$ cat config.mk
export PLATFORM = sky130hd
export DESIGN_NAME = uart_tx_fifo_sender
export DESIGN_NICKNAME = d
export VERILOG_FILES = /design/src/rtl/uart_pkg.sv /design/src/rtl/uart_tx_fifo.sv /design/src/rtl/uart_tx_fifo_sender.sv
export SDC_FILE = /design/constraint.sdc
export NUM_CORES = 1
export LEC_CHECK = 0
export CORE_ASPECT_RATIO = 1.1
export CORE_MARGIN = 2
export CORE_UTILIZATION = 41
export DETAILED_ROUTE_END_ITERATION = 6
export PLACE_DENSITY = 0.57
export SYNTH_ARGS = -nofsm -noshare
export SYNTH_HDL_FRONTEND = slang
export SYNTH_SLANG_ARGS = --single-unit
export TNS_END_PERCENT = 50
$ cat constraint.sdc
create_clock -name clk -period 4.1 [get_ports clk]
set_input_delay 0.82 -clock clk [delete_from_list [all_inputs] [get_ports clk]]
set_output_delay 0.82 -clock clk [all_outputs]
set_load 0.02 [all_outputs]
$ cat src/rtl/uart_pkg.sv
`default_nettype none
// ============================================================================
// Module   : uart_pkg
// Purpose  : Shared types and constants for the UART transmit path:
//            frame FSM state encoding, parity mode codes, parity helper.
// Revision : 1.0  initial release
// ============================================================================
package uart_pkg;

    // Frame FSM states, fixed encoding so debug probes read consistently
    typedef enum logic [2:0] {
        ST_IDLE   = 3'd0,
        ST_START  = 3'd1,
        ST_DATA   = 3'd2,
        ST_PARITY = 3'd3,
        ST_STOP   = 3'd4
    } tx_state_e;

    // parity_mode codes; code 3 is reserved and behaves as no parity
    localparam logic [1:0] PAR_NONE = 2'd0;
    localparam logic [1:0] PAR_EVEN = 2'd1;
    localparam logic [1:0] PAR_ODD  = 2'd2;

    // Parity bit for a zero-padded payload: XOR of the data, inverted for odd
    function automatic logic calc_parity(input logic [7:0] data, input logic [1:0] mode);
        return (^data) ^ (mode == PAR_ODD);
    endfunction

    // True when the mode inserts a parity bit into the frame
    function automatic logic parity_enabled(input logic [1:0] mode);
        return (mode == PAR_EVEN) || (mode == PAR_ODD);
    endfunction

endpackage
`default_nettype wire

$ cat src/rtl/uart_tx_fifo.sv
`default_nettype none
// ============================================================================
// Module   : uart_tx_fifo
// Purpose  : Synchronous FIFO with registered occupancy count. A push is only
//            accepted when the registered count shows room, so a pop in the
//            same cycle never makes room for a write into a full FIFO.
// Revision : 1.0  initial release
// ============================================================================
module uart_tx_fifo #(
    parameter int WIDTH = 8,
    parameter int DEPTH = 4,
    localparam int AW   = $clog2(DEPTH),
    localparam int CW   = AW + 1
) (
    input  logic             clk,
    input  logic             reset,
    input  logic             push_i,
    input  logic [WIDTH-1:0] wdata_i,
    input  logic             pop_i,
    output logic [WIDTH-1:0] rdata_o,
    output logic             full_o,
    output logic             empty_o,
    output logic [CW-1:0]    count_o
);

    localparam logic [CW-1:0] c_DEPTH_CNT = CW'(DEPTH);

    logic [WIDTH-1:0] mem_q [DEPTH];
    logic [AW-1:0]    wr_ptr_q;
    logic [AW-1:0]    rd_ptr_q;
    logic [CW-1:0]    count_q;
    logic             w_push_ok;
    logic             w_pop_ok;

    assign w_push_ok = push_i && (count_q < c_DEPTH_CNT);
    assign w_pop_ok  = pop_i && (count_q != '0);

    assign rdata_o = mem_q[rd_ptr_q];
    assign full_o  = (count_q == c_DEPTH_CNT);
    assign empty_o = (count_q == '0);
    assign count_o = count_q;

    // Storage array; written only on an accepted push, no reset needed
    always_ff @(posedge clk) begin
        if (w_push_ok) begin
            mem_q[wr_ptr_q] <= wdata_i;
        end
    end

    // Pointers wrap naturally because DEPTH is a power of two
    always_ff @(posedge clk) begin
        if (reset) begin
            wr_ptr_q <= '0;
            rd_ptr_q <= '0;
            count_q  <= '0;
        end else begin
            if (w_push_ok) begin
                wr_ptr_q <= wr_ptr_q + 1'b1;
            end
            if (w_pop_ok) begin
                rd_ptr_q <= rd_ptr_q + 1'b1;
            end
            case ({w_push_ok, w_pop_ok})
                2'b10:   count_q <= count_q + 1'b1;
                2'b01:   count_q <= count_q - 1'b1;
                default: count_q <= count_q;
            endcase
        end
    end

endmodule
`default_nettype wire

$ cat src/rtl/uart_tx_fifo_sender.sv
`default_nettype none
// ============================================================================
// Module   : uart_tx_fifo_sender
// Purpose  : UART transmitter fed from a TX FIFO. Serialises queued words with
//            optional parity and one or two stop bits, oversampled by
//            baud_tick, and chains frames back-to-back while data is queued.
// Revision : 1.0  initial release
// ============================================================================
module uart_tx_fifo_sender
    import uart_pkg::*;
#(
    parameter int DATA_BITS  = 8,
    parameter int OVERSAMPLE = 16,
    parameter int FIFO_DEPTH = 4
) (
    input  logic                 clk,
    input  logic                 reset,
    input  logic                 baud_tick,
    input  logic [DATA_BITS-1:0] tx_data,
    input  logic                 tx_en,
    input  logic [1:0]           parity_mode,
    input  logic                 two_stop,
    output logic                 uart_tx,
    output logic                 tx_status,
    output logic                 tx_ready,
    output logic                 tx_overflow
);

    localparam int                  c_TICK_W    = $clog2(OVERSAMPLE);
    localparam int                  c_CNT_W     = $clog2(FIFO_DEPTH) + 1;
    localparam logic [c_TICK_W-1:0] c_TICK_LAST = c_TICK_W'(OVERSAMPLE - 1);
    localparam logic [2:0]          c_BIT_LAST  = 3'(DATA_BITS - 1);
    localparam logic [c_CNT_W-1:0]  c_DEPTH_CNT = c_CNT_W'(FIFO_DEPTH);

    // FIFO interface
    logic [DATA_BITS-1:0] w_head;
    logic                 w_full;
    logic                 w_empty;
    logic [c_CNT_W-1:0]   w_count;
    logic                 w_pop;
    logic [7:0]           w_head_pad;

    // Frame state
    tx_state_e            state_q;
    logic [c_TICK_W-1:0]  tick_cnt_q;
    logic [2:0]           bit_idx_q;
    logic [DATA_BITS-1:0] shift_q;
    logic                 par_bit_q;
    logic                 par_en_q;
    logic                 two_stop_q;
    logic                 stop_idx_q;
    logic                 uart_tx_q;
    logic                 tx_status_q;
    logic                 tx_ready_q;
    logic                 tx_overflow_q;

    logic                 w_bit_end;
    logic                 w_last_stop;

    uart_tx_fifo #(
        .WIDTH (DATA_BITS),
        .DEPTH (FIFO_DEPTH)
    ) u_fifo (
        .clk     (clk),
        .reset   (reset),
        .push_i  (tx_en),
        .wdata_i (tx_data),
        .pop_i   (w_pop),
        .rdata_o (w_head),
        .full_o  (w_full),
        .empty_o (w_empty),
        .count_o (w_count)
    );

    // Zero-pad the head word so the parity helper sees a fixed 8-bit value
    always_comb begin
        w_head_pad                = '0;
        w_head_pad[DATA_BITS-1:0] = w_head;
    end

    assign w_bit_end   = baud_tick && (tick_cnt_q == c_TICK_LAST);
    assign w_last_stop = (stop_idx_q == two_stop_q);

    // Pop (and start a frame) from IDLE on any tick, or at the end of the
    // final stop bit so the next start bit follows with no idle gap
    assign w_pop = baud_tick && !w_empty &&
                   ((state_q == ST_IDLE) ||
                    ((state_q == ST_STOP) && w_bit_end && w_last_stop));

    // Frame FSM with tick counter, bit counter, shift register and line driver
    always_ff @(posedge clk) begin
        if (reset) begin
            state_q    <= ST_IDLE;
            tick_cnt_q <= '0;
            bit_idx_q  <= '0;
            shift_q    <= '0;
            par_bit_q  <= 1'b0;
            par_en_q   <= 1'b0;
            two_stop_q <= 1'b0;
            stop_idx_q <= 1'b0;
            uart_tx_q  <= 1'b1;
        end else if (w_pop) begin
            // Frame settings are captured here and held until the next pop
            state_q    <= ST_START;
            tick_cnt_q <= '0;
            bit_idx_q  <= '0;
            shift_q    <= w_head;
            par_bit_q  <= calc_parity(w_head_pad, parity_mode);
            par_en_q   <= parity_enabled(parity_mode);
            two_stop_q <= two_stop;
            stop_idx_q <= 1'b0;
            uart_tx_q  <= 1'b0;
        end else if (baud_tick && (state_q != ST_IDLE)) begin
            if (!w_bit_end) begin
                tick_cnt_q <= tick_cnt_q + 1'b1;
            end else begin
                tick_cnt_q <= '0;
                case (state_q)
                    ST_START: begin
                        state_q   <= ST_DATA;
                        bit_idx_q <= '0;
                        uart_tx_q <= shift_q[0];
                    end
                    ST_DATA: begin
                        if (bit_idx_q == c_BIT_LAST) begin
                            if (par_en_q) begin
                                state_q   <= ST_PARITY;
                                uart_tx_q <= par_bit_q;
                            end else begin
                                state_q    <= ST_STOP;
                                stop_idx_q <= 1'b0;
                                uart_tx_q  <= 1'b1;
                            end
                        end else begin
                            bit_idx_q <= bit_idx_q + 1'b1;
                            shift_q   <= shift_q >> 1;
                            uart_tx_q <= shift_q[1];
                        end
                    end
                    ST_PARITY: begin
                        state_q    <= ST_STOP;
                        stop_idx_q <= 1'b0;
                        uart_tx_q  <= 1'b1;
                    end
                    ST_STOP: begin
                        // A non-empty FIFO at the last stop bit is handled by w_pop
                        if (!w_last_stop) begin
                            stop_idx_q <= 1'b1;
                        end else begin
                            state_q <= ST_IDLE;
                        end
                        uart_tx_q <= 1'b1;
                    end
                    default: begin
                        state_q   <= ST_IDLE;
                        uart_tx_q <= 1'b1;
                    end
                endcase
            end
        end
    end

    // Status flags, registered from the current cycle's FSM state and FIFO count
    always_ff @(posedge clk) begin
        if (reset) begin
            tx_status_q   <= 1'b1;
            tx_ready_q    <= 1'b1;
            tx_overflow_q <= 1'b0;
        end else begin
            tx_status_q   <= (state_q == ST_IDLE) && w_empty && !tx_en;
            tx_ready_q    <= (w_count < c_DEPTH_CNT);
            tx_overflow_q <= tx_en && w_full;
        end
    end

    assign uart_tx     = uart_tx_q;
    assign tx_status   = tx_status_q;
    assign tx_ready    = tx_ready_q;
    assign tx_overflow = tx_overflow_q;

endmodule
`default_nettype wire
# Word level (Yosys, flattened, before mapping)
# Memories as Yosys holds them, arrays and structs flattened. A register that Yosys moved wholly into a read port is not among the register bits.
# Cells that the tools add are included.
# Widths: inputs -> output; s select.
# word_totals
reg_bits	33
latch_bits	0
ram_bits	32
rom_bits	0
in_bits	15
output_inout_bits	4
elab_cells	108
n_memories	1
# op_classes
n_addsub	6
n_mul	0
n_div	0
n_lt_le_gt_ge	1
eq_ne	20
shifts	0
mux	30
bitwise	1
n_reduce_logical	33
# mem_list
memory	words	word_bits	rd	rd_ports_with_merged_regs	wr	line	source
u_fifo.mem_q	4	8	1	1	1	uart_tx_fifo.sv:28	logic [WIDTH-1:0] mem_q [DEPTH];
# op_table
cell	n
$mux 8	5
$reduce_and 4->1	4
$mux 1	13
$mux 3	4
$pmux 3 s2	2
$pmux 3 s4	1
$logic_and 1x1->1	11
$ne 2x2->1 const B	5
$reduce_bool 2->1	5
$eq 3x3->1 const B	3
$reduce_bool 3->1	3
$reduce_xor 8->1	1
$add 3x1->3 const B	2
$eq 3x2->1 const B	2
$logic_not 3->1	2
$ne 3x2->1 const B	2
$reduce_and 6->1	1
$add 2x1->2 const B	2
$add 4x1->4 const B	1
$eq 2x1->1 const B	2
$eq 2x2->1 const B	2
$eq 4x4->1 const B	1
$mux 2	2
$mux 4	1
other kinds (12)	14

# Depth between registers and ports, before layout
# Gate-level depths: netlist of run 1.
# depth
ltp_word	9
ltp_mapped	12

# Modules after synthesis
# Synthesis of run 1 repeated with hierarchy kept, for this count alone.
# hier_totals
cells_unflattened	241
area_unflattened_um2	3024.2
# by_module_without_submodules
module	instances	cells_each	area_per_inst_um2	seq_area_each_um2
uart_tx_fifo	1	94	1614.0	1141.1
uart_tx_fifo_sender	1	147	1410.1	520.5

# Worst setup path before layout of run 1
# No wires, ideal clock.
# synth_timing
kind	input-to-reg
startpoint	input baud_tick
endpoint	register u_fifo.count_q[2] (netlist: u_fifo.count_o[2])
setup_time_ns	0.071
arrival_time_ns	3.130
t_required_ns	4.029
slack_ns	0.899
stages	11
path_cell_list	nand4_1 -> o21ai_0 -> nand2_1 -> inv_1 -> buf_1 -> ha_1 -> inv_1 -> fa_1 -> xor2_1 -> or3_1 -> a21oi_1
# synth_via
elab_chain_cells	8
word_cells_on_any_way	11
# synth_rtl
element	line	source
start: declaration	uart_tx_fifo_sender.sv:18	input logic baud_tick,
$logic_and 1x1->1	uart_tx_fifo_sender.sv:81	assign w_bit_end = baud_tick && (tick_cnt_q == c_TICK_LAST);
$logic_and 1x1->1 (2 in series)	uart_tx_fifo_sender.sv:88	((state_q == ST_STOP) && w_bit_end && w_last_stop));
$logic_or 1x1->1	uart_tx_fifo_sender.sv:87	((state_q == ST_IDLE) ||
$logic_and 1x1->1 (*)	uart_tx_fifo_sender.sv:86	assign w_pop = baud_tick && !w_empty &&
$logic_and 1x1->1 (*)	uart_tx_fifo.sv:36	assign w_pop_ok = pop_i && (count_q != '0);
net u_fifo.w_pop_ok	uart_tx_fifo.sv:33	logic w_pop_ok;
$eq 2x1->1 or $eq 2x2->1 (tied branches)	uart_tx_fifo.sv:63	case ({w_push_ok, w_pop_ok})
$pmux 3 s2 or $reduce_bool 2->1 (tied branches)	-	
end signal: assignment	uart_tx_fifo.sv:64	2'b10: count_q <= count_q + 1'b1;
end signal: assignment	uart_tx_fifo.sv:65	2'b01: count_q <= count_q - 1'b1;
end signal: assignment	uart_tx_fifo.sv:66	default: count_q <= count_q;
end: declaration	uart_tx_fifo.sv:31	logic [CW-1:0] count_q;
# The timed path passes the listed nets; every way through them passes the cells marked *.
# A chain may end at the register's enable or synchronous reset.

# Final worst setup path of run 1
# layout_timing
startpoint	input baud_tick
endpoint	register u_fifo.count_q[2] (netlist: u_fifo.count_o[2])
# layout_via
elab_chain_cells	8
word_cells_on_any_way	11
# layout_rtl
element	line
$logic_and 1x1->1	uart_tx_fifo_sender.sv:81
$logic_and 1x1->1 (2 in series)	uart_tx_fifo_sender.sv:88
$logic_or 1x1->1	uart_tx_fifo_sender.sv:87
$logic_and 1x1->1 (*)	uart_tx_fifo_sender.sv:86
$logic_and 1x1->1 (*)	uart_tx_fifo.sv:36
$eq 2x1->1 or $eq 2x2->1 (tied branches)	uart_tx_fifo.sv:63
$pmux 3 s2 or $reduce_bool 2->1 (tied branches)	-
# Every way passes the cells marked *; elsewhere a longest branch is shown, timed or not.

==> results of run 1 <==
[worst register-to-register path, stage by stage (launching register included)]
cell and delay, ps:
dfxtp_1 390, ha_1 210, nand4_1 100, buf_4 170, o21ai_0 260, nand2_1 110
inv_1 90, ha_1 180, inv_1 60, fa_1 370, xor2_1 160, or3_1 310
a21oi_1 140
[per-layer routing]
layer	global-route usage	up-vias	wire length (um)
met4	0.0833	0	106
met3	0.0279	7	130
met2	0.238	27	2440
met5	0	-	0
li1	-	936	-
met1	0.188	867	2420
[cell usage in the layout (no fill, tap or decap), drive strengths merged, types with 2 or more instances in the layout]
| cell | n |
|---|---|
| a211oi | 3 |
| a21oi | 17 |
| a22oi | 10 |
| and2 | 4 |
| buf | 4 |
| clkbuf | 9 |
| clkdlybuf4s50 | 18 |
| clkinvlp | 3 |
| dfxtp | 35 |
| edfxtp | 32 |
| ha | 9 |
| inv | 13 |
| mux4 | 8 |
| nand2 | 14 |
| nand2b | 3 |
| nand3 | 10 |
| nand4 | 3 |
| nor2 | 27 |
| nor2b | 5 |
| nor3 | 7 |
| o21ai | 6 |
| or3 | 2 |
| xnor2 | 5 |
| xor2 | 8 |
[cell families after synthesis]
kind of cell / share of synthesized area
multiplexers: 0.0705
AND/OR/NAND/NOR: 0.141
flip-flops: 0.578
XOR/XNOR: 0.0474
adder cells (fa/ha/maj): 0.0461
buffers and inverters: 0.0300
AO/OA/AOI/OAI: 0.0870
[cell type report]
class / count / area, um2 / area share
clock inverters: 7 / 76.3 / 0.0228
clock buffers: 9 / 124 / 0.0370
well taps: 85 / 106 / 0.0318
inverters: 11 / 41.3 / 0.0123
repair buffers: 22 / 210 / 0.0628
flip-flops and latches: 67 / 1660 / 0.496
multi-input cells: 155 / 1130 / 0.337
[state kept, by name, indices dropped and copies added, names as in the netlist, 2 cells and up, named ones only]
signal           flops
tick_cnt_q           4
shift_q              8
u_fifo.mem_q        32
u_fifo.rd_ptr_q      2
u_fifo.count_o       3
bit_idx_q            3
state_q              3
u_fifo.wr_ptr_q      2
[where the power goes]
part / internal (mW) / switching (mW)
Sequential: 0.815 / 0.0823
Clock: 0.284 / 0.270
Combinational: 0.269 / 0.270
[metrics by stage]
step / worst slack (ps) / instances / instance area (um2) / util / total power, mW
3_3_place_gp: 842 / 340 / 3150 / 0.457 / 1.45
4_1_cts: 1080 / 356 / 3350 / 0.486 / 2.02
3_5_place_dp: 739 / 340 / 3150 / 0.457 / 1.46
5_1_grt: 865 / 356 / 3350 / 0.486 / 2.11
6_report: 1080 / 356 / 3350 / 0.486 / 1.99
2_1_floorplan: 899 / 243 / 2880 / - / 1.32
[path summary, 6_finish.rpt]
| path | startpoint | end | slack (ps) | cells after the start |
|---|---|---|---|---|
| max | baud_tick | u_fifo.count_o[2]$_SDFFE_PP0P_ | 1080 | 12 |
| min | u_fifo.count_o[2]$_SDFFE_PP0P_ | tx_ready$_SDFF_PP1_ | 450 | 1 |
| max reg2reg | tick_cnt_q[0]$_SDFFE_PP0P_ | u_fifo.count_o[2]$_SDFFE_PP0P_ | 1500 | 12 |
| min reg2reg | u_fifo.count_o[2]$_SDFFE_PP0P_ | tx_ready$_SDFF_PP1_ | 450 | 1 |
==> flow_metrics.py, run 1 <==
metrics = {
    "clocking": {
        "cts_setup_buffers": 0,
        "cts_tree": "done",
        "path_clk_slew_ps": 80,
        "cts_num_sinks": 67,
        "cts_buffer_depth": 2,
        "cts_buffers": 9,
        "insertion_delay_ps": 340,
        "cts_resized": 0,
        "cts_hold_buf": 0,
        "htreeDepth": 3,
        "cts_root_buf": "clkbuf_8",
    },
    "worst_setup_path": {
        "critPathLaunchType": "input port",
        "crit_family": "buffers and inverters",
        "critPathMaxStageDelay_ps": 530,
        "critical_path.max_fanout": 10,
        "critPathArrivalTime_ps": 3290,
        "crit_slowest_cell": "clkdlybuf4s50_1",
        "worstSetupPathType": "in2reg",
        "crit_chain": "clkdlybuf4s50_1 -> nand4_1 -> buf_4 -> o21ai_0 -> nand2_1 -> inv_1 -> ha_1 -> inv_1 -> fa_1 -> xor2_1 -> or3_1 -> a21oi_1",
        "critPathBufInv": 4,
        "crit_top_cell": "inv_1",
        "crit_required_ps": 4370,
        "end_kind": "flop",
    },
    "timing": {
        "holdWs_ps": 446,
        "fmax_mhz": 332,
        "tightest_slew_ps": 936,
        "rsz0062_at_grt": "no",
        "slew_headroom": 0.371,
        "fin_crit_sh": 0.735,
        "setup_viol": 0,
        "final_max_slew_viol_count": 0,
        "hold_violations": 0,
        "skew_ps": 9.86,
        "post-route-min-period_ps": 3020,
        "tns_ps": 0,
    },
    "synthesis": {
        "synth_area_um2": 2880,
        "synth_cell_type_count": 38,
        "synth_top_cell_by_area": "edfxtp_1",
        "synth_area_leaders": "edfxtp_1 33%, dfxtp_1 24%, mux4_1 5.5%",
        "syn_nets": 268,
        "synth_edf_count": 32,
        "syn_area_per_cell_um2": 11.8,
        "synth_common_cells": "35 x dfxtp_1, 32 x edfxtp_1, 27 x nor2_1",
        "syn_inst": 243,
        "synth_top_area_share": 0.334,
        "yosysWarnings": 0,
        "synthArstFlopShare": 0,
        "synth_most_common_cell": "dfxtp_1",
        "synth_ff_type": "dfxtp_1",
        "ys_ff_latch": 67,
        "ys_seq_area_frac": 0.578,
    },
    "die": {
        "ios": 19,
        "die_x_um": 83.9,
        "core_area_um2": 6890,
        "die_area_um2": 7700,
        "die_h_um": 91.9,
        "rows": 32,
        "initial_core_util": 0.418,
    },
    "grt": {
        "grt_pass1_vias": 1779,
        "globalRouteOverflowTotal": 0,
        "grt_pass1_wl_mm": 8.78,
        "antenna_found_initial": 0,
        "grt_max_degree": 22,
        "globalRouteTotalUtil": 0.148,
    },
    "finish": {
        "antennaDiodeCount": 0,
        "final_layout_size_suffix_gt1_frac": 0.0886,
        "nFillCells": 663,
        "area_growth_pct": 16.4,
        "nets": 291,
    },
    "place": {
        "io_buffer_count": 18,
        "place.gp.congestion": 0.778,
        "dpl.hpwl_mm": 3.47,
    },
    "flow_run": {
        "maxCapViolations": 0,
    },
    "drt": {
        "firstDrtPassIters": 4,
        "via_per_inst": 5.16,
        "antenna_left": 0,
        "drt-wirelength-per-cell_um": 14.3,
        "drtIter0Drc": 112,
        "drt_wl_total_mm": 5.10,
        "drc": 0,
        "vias": 1837,
    },
    "worst_hold_path": {
        "worstHoldPathType": "reg2reg",
    },
    "power_and_ir_drop": {
        "p_per_area_nw_per_um2": 594,
        "ir_worst_vdd_uv": 303,
        "power.leakage_nw": 1.18,
    },
    "outcome": {
        "outcome": "completed",
    },
}
(Power assumes the default switching activity.)
==> inputs of run 2 (changes only) <==
Settings changed: PLACE_DENSITY 0.57 to 0.59.
Clock period 4.1 ns to 2.6 ns, I/O delays scaled along.
==> flow_metrics.py, run 2 (same netlist as run 1, synthesis figures left out) <==
metrics = {
    "drt": {
        "antenna_left": 0,
        "drc": 0,
        "firstDrtPassIters": 4,
        "drt-wirelength-per-cell_um": 14.6,
        "drtIter0Drc": 84,
        "vias": 1844,
        "via_per_inst": 5.07,
        "drt_wl_total_mm": 5.30,
    },
    "power_and_ir_drop": {
        "power.share.clock": 0.265,
        "power.internal_mw": 2.23,
        "switchingPower_uw": 948,
        "ir_worst_vdd_uv": 462,
        "power.leakage_nw": 1.22,
        "p_comb_frac": 0.290,
        "p_sw_frac": 0.299,
        "power.total_mw": 3.18,
        "p_per_area_nw_per_um2": 929,
        "seq_power_share": 0.445,
    },
    "clocking": {
        "cts_tree": "done",
        "htreeDepth": 3,
        "cts_root_buf": "clkbuf_8",
        "insertion_delay_ps": 340,
        "cts_buffer_depth": 2,
        "cts_num_sinks": 67,
        "cts_hold_buf": 0,
        "path_clk_slew_ps": 70,
        "cts_buffers": 9,
    },
    "grt": {
        "top_usage_layer": "met2",
        "grt_pass1_wl_mm": 9.07,
        "use_met3": 0.0477,
        "grt_pass1_vias": 1896,
        "use_met2": 0.243,
        "globalRouteOverflowTotal": 0,
        "use_met1": 0.190,
        "grt_max_degree": 19,
        "globalRouteTotalUtil": 0.154,
        "antenna_found_initial": 0,
    },
    "worst_setup_path": {
        "critPathLaunchType": "input port",
        "r2r_cells": 5,
        "worstSetupPathType": "in2reg",
        "reg2reg_to": "par_bit_q$_SDFFE_PP0N_",
        "crit_required_ps": 2870,
        "end_kind": "flop",
        "critical_path.max_fanout": 5,
        "worst-r2r-setup-slack_ps": 230,
        "critPathArrivalTime_ps": 2700,
    },
    "die": {
        "die_h_um": 91.9,
        "ios": 19,
        "initial_core_util": 0.418,
        "die_area_um2": 7700,
        "core_area_um2": 6890,
        "rows": 32,
        "die_x_um": 83.9,
    },
    "place": {
        "dp_slack_ps": -181,
        "dpl.hpwl_mm": 3.65,
        "io_buffer_count": 18,
        "postPlaceCellArea_um2": 3230,
        "place.gp.congestion": 0.764,
    },
    "timing": {
        "setup_viol": 0,
        "rsz0062_at_grt": "no",
        "fin_crit_sh": 0.933,
        "timing.final.ws_setup_ps": 174,
        "tightest_slew_ps": 453,
        "skew_ps": 10.0,
        "slew_headroom": 0.695,
        "hold_violations": 0,
        "post-route-min-period_ps": 2430,
        "fmax_mhz": 412,
        "final_max_slew_viol_count": 0,
        "holdWs_ps": 443,
    },
    "outcome": {
        "outcome": "completed",
    },
    "finish": {
        "largestRegisters": "u_fifo.mem_q: 32 flops, shift_q: 8 flops, tick_cnt_q: 4 flops",
        "final_common_cell": "dfxtp_1",
        "final_layout_size_suffix_gt1_frac": 0.125,
        "nets": 299,
        "antennaDiodeCount": 0,
        "area_growth_pct": 18.9,
        "stdcell_area_um2": 3420,
        "most-common-layout-cells": "34 x dfxtp_1, 32 x edfxtp_1, 27 x nor2_1",
        "top_register": "u_fifo.mem_q",
        "largest_reg_flops": 32,
    },
    "worst_hold_path": {
        "worstHoldPathType": "reg2reg",
        "min_delay_path_depth": 1,
        "min_from": "u_fifo.count_o[2]$_SDFFE_PP0P_",
        "hold-path-endpoint": "tx_ready$_SDFF_PP1_",
    },
    "flow_run": {
        "maxCapViolations": 0,
    },
}
==> run 2: changes by cell type in the layout (fill, tap and decap cells not counted), moves of 2 or more <==
| cell | change |
|---|---|
| clkinv_2 | +2 |
| clkinvlp_4 | -2 |
| ha_1 | -2 |
| clkbuf_1 | +3 |
| buf_4 | +8 |
| inv_6 | -2 |
==> run 2: how the worst max path moves through the flow <==
stage	start	endpoint	slack, ps	cells past startpoint
after floorplan	baud_tick	u_fifo.count_o[2]$_SDFFE_PP0P_	40	11
after global placement	baud_tick	u_fifo.count_o[2]$_SDFFE_PP0P_	-140	11
after detailed placement	baud_tick	u_fifo.count_o[2]$_SDFFE_PP0P_	-180	11
final	baud_tick	u_fifo.count_o[2]$_SDFFE_PP0P_	170	11
after CTS	baud_tick	u_fifo.count_o[2]$_SDFFE_PP0P_	160	11
after global routing	baud_tick	u_fifo.count_o[2]$_SDFFE_PP0P_	10	11
==> run 2: area by class of cell <==
type	instances	area (um2)
fill	635	3470
tap	85	106
timing repair buffer	30	270
clock buffer	13	149
inverter	11	41.3
multi-input combinational	155	1150
clock inverter	3	40.0
sequential	67	1660
==> run 2: stage by stage <==
stage               utilization  instances  TNS, ps
CTS                       0.496        364        0
finish                    0.497        364        0
global placement          0.469        348     -139
floorplan                     -        243        0
global route              0.497        364        0
detailed placement        0.469        348     -181
==> run 2: timing repair <==
item	in CTS	in global routing
gates resized for setup	0	1
setup buffers	0	0
endpoints found under the setup margin	0	1
==> run 2: power groups by stage <==
stage                     combinational, mW  clock [mW]  sequential [mW]
after CTS                             0.944       0.873             1.41
final                                 0.922       0.841             1.41
after detailed placement              0.937           0             1.44
after floorplan                       0.720           0             1.39
after global placement                0.917           0             1.43
after global routing                   1.05       0.912             1.44
==> run 2: per-layer routing <==
layer  wire, um  vias to the layer above
met5          0                        -
met4        141                        0
met3        174                       13
met1       2450                      851
met2       2540                       31
li1           -                      949
==> run 2: critical path: stages <==
cell and delay (ps):
clkdlybuf4s50_1 530, nand4_1 150, o21ai_2 200, nand2_2 80
inv_2 80, ha_4 130, inv_1 40, fa_1 370
xor2_1 160, or3_1 300, a21oi_1 130
==> inputs of run 3 (changes only) <==
Settings changed: REMOVE_ABC_BUFFERS from default to 1.
==> flow_metrics.py, run 3 (same netlist as run 1, synthesis figures left out) <==
metrics = {
    "clocking": {
        "cts_buffers": 9,
        "cts_setup_buffers": 0,
        "insertion_delay_ps": 330,
        "cts_num_sinks": 67,
        "htreeDepth": 3,
        "cts_tree": "done",
        "cts_root_buf": "clkbuf_8",
        "cts_buffer_depth": 2,
        "path_clk_slew_ps": 80,
    },
    "drt": {
        "drt_wl_total_mm": 5.24,
        "vias": 1884,
        "antenna_left": 0,
        "wl_met3_um": 180,
        "met2_length_mm": 2.59,
        "drc": 0,
        "via_per_inst": 5.16,
        "top_layer": "met4",
        "wl_met1_mm": 2.42,
        "firstDrtPassIters": 4,
        "drtIter0Drc": 162,
        "drt-wirelength-per-cell_um": 14.4,
    },
    "die": {
        "die_h_um": 91.9,
        "core_area_um2": 6890,
        "die_x_um": 83.9,
        "initial_core_util": 0.418,
        "rows": 32,
        "ios": 19,
        "die_area_um2": 7700,
    },
    "finish": {
        "final_common_cell": "dfxtp_1",
        "nets": 300,
        "final_layout_size_suffix_gt1_frac": 0.111,
        "area_growth_pct": 19.2,
        "antennaDiodeCount": 0,
        "postLayoutCoreUtil": 0.498,
        "top_register": "u_fifo.mem_q",
        "stdcell_area_um2": 3430,
        "nFillCells": 650,
        "most-common-layout-cells": "35 x dfxtp_1, 32 x edfxtp_1, 27 x nor2_1",
        "largestRegisters": "u_fifo.mem_q: 32 flops, shift_q: 8 flops, tick_cnt_q: 4 flops",
        "final_cells": 365,
        "largest_reg_flops": 32,
    },
    "flow_run": {
        "maxCapViolations": 0,
    },
    "worst_setup_path": {
        "crit_chain": "clkdlybuf4s50_1 -> nand4_1 -> o21ai_2 -> nand2_1 -> inv_1 -> ha_1 -> inv_1 -> fa_1 -> xor2_1 -> or3_1 -> a21oi_1",
        "crit_slowest_cell": "clkdlybuf4s50_1",
        "worstSetupPathType": "in2reg",
        "crit_required_ps": 2870,
        "critPathMaxStageDelay_ps": 480,
        "critPathArrivalTime_ps": 2630,
        "critPathLaunchType": "input port",
        "end_kind": "flop",
        "critical_path.max_fanout": 2,
        "crit_top_cell": "inv_1",
    },
    "power_and_ir_drop": {
        "switchingPower_uw": 935,
        "p_sw_frac": 0.291,
        "seq_power_share": 0.439,
        "p_per_area_nw_per_um2": 937,
        "power.leakage_nw": 1.24,
        "power.internal_mw": 2.28,
        "ir_worst_vdd_uv": 577,
        "power.share.clock": 0.286,
        "power.total_mw": 3.21,
        "p_comb_frac": 0.276,
    },
    "timing": {
        "holdWs_ps": 467,
        "fmax_mhz": 424,
        "slew_headroom": 0.696,
        "rsz0062_at_grt": "no",
        "final_max_slew_viol_count": 0,
        "tns_ps": 0,
        "tightest_slew_ps": 455,
        "post-route-min-period_ps": 2360,
        "fin_crit_sh": 0.908,
        "hold_violations": 0,
        "setup_viol": 0,
        "timing.final.ws_setup_ps": 239,
        "skew_ps": 11.7,
    },
    "worst_hold_path": {
        "worstHoldPathType": "reg2reg",
    },
    "grt": {
        "grt_max_degree": 20,
        "antenna_found_initial": 0,
        "globalRouteOverflowTotal": 0,
        "grt_pass1_wl_mm": 8.87,
        "grt_pass1_vias": 1929,
        "globalRouteTotalUtil": 0.147,
    },
    "place": {
        "dp_slack_ps": -235,
        "io_buffer_count": 18,
        "placed_cells": 349,
        "postPlaceCellArea_um2": 3220,
        "dpl.hpwl_mm": 3.62,
        "place.gp.congestion": 0.752,
    },
    "outcome": {
        "outcome": "completed",
    },
}
run 3: critical path, delay by kind of cell:
| kind | cells | cell delay, ps |
|---|---|---|
| and+or+nand+nor | 3 | 510 |
| AOI/OAI and AO/OA | 2 | 300 |
| adders and majority gates | 2 | 530 |
| buffers and inverters | 3 | 610 |
| xor gates and xnor gates | 1 | 160 |
run 3: final timing paths:
| check | start | end | slack, ps | cells past startpoint |
|---|---|---|---|---|
| setup reg to reg | flop | par_bit_q$_SDFFE_PP0N_ | 260 | 5 |
| hold reg to reg | shift_q[0]$_SDFFE_PP0P_ | shift_q[0]$_SDFFE_PP0P_ | 470 | 2 |
| hold / removal | shift_q[0]$_SDFFE_PP0P_ | shift_q[0]$_SDFFE_PP0P_ | 470 | 2 |
| setup / recovery | baud_tick | u_fifo.count_o[2]$_SDFFE_PP0P_ | 240 | 11 |
run 3: metal layers:
metal  global-route usage  vias up
met3               0.0315        4
met1                0.182      900
met5                    0        -
met4               0.0672        0
li1                     -      951
met2                0.248       29
run 3: power by group through the flow:
stage	Sequential, mW	Combinational, mW	Clock [mW]
finish	1.41	0.885	0.917
global route	1.44	1.01	0.989
CTS	1.41	0.900	0.942
detailed placement	1.44	0.895	0
global placement	1.43	0.887	0
floorplan	1.42	0.623	0
run 3: final cells by class:
class	count	area [um2]	share of cell area
inverters	11	41.3	0.0120
flip-flops and latches	67	1660	0.485
well taps	85	106	0.0310
clock buffers	11	131	0.0383
clock inverters	5	77.6	0.0226
multi-input cells	155	1130	0.330
repair buffers	31	278	0.0810
run 3: repair_timing:
action | 4_1_cts | 5_1_grt
endpoints found under the hold margin | 0 | 0
hold buffers | 0 | 0
setup endpoints to repair | 0 | 1
resized for setup | 0 | 2
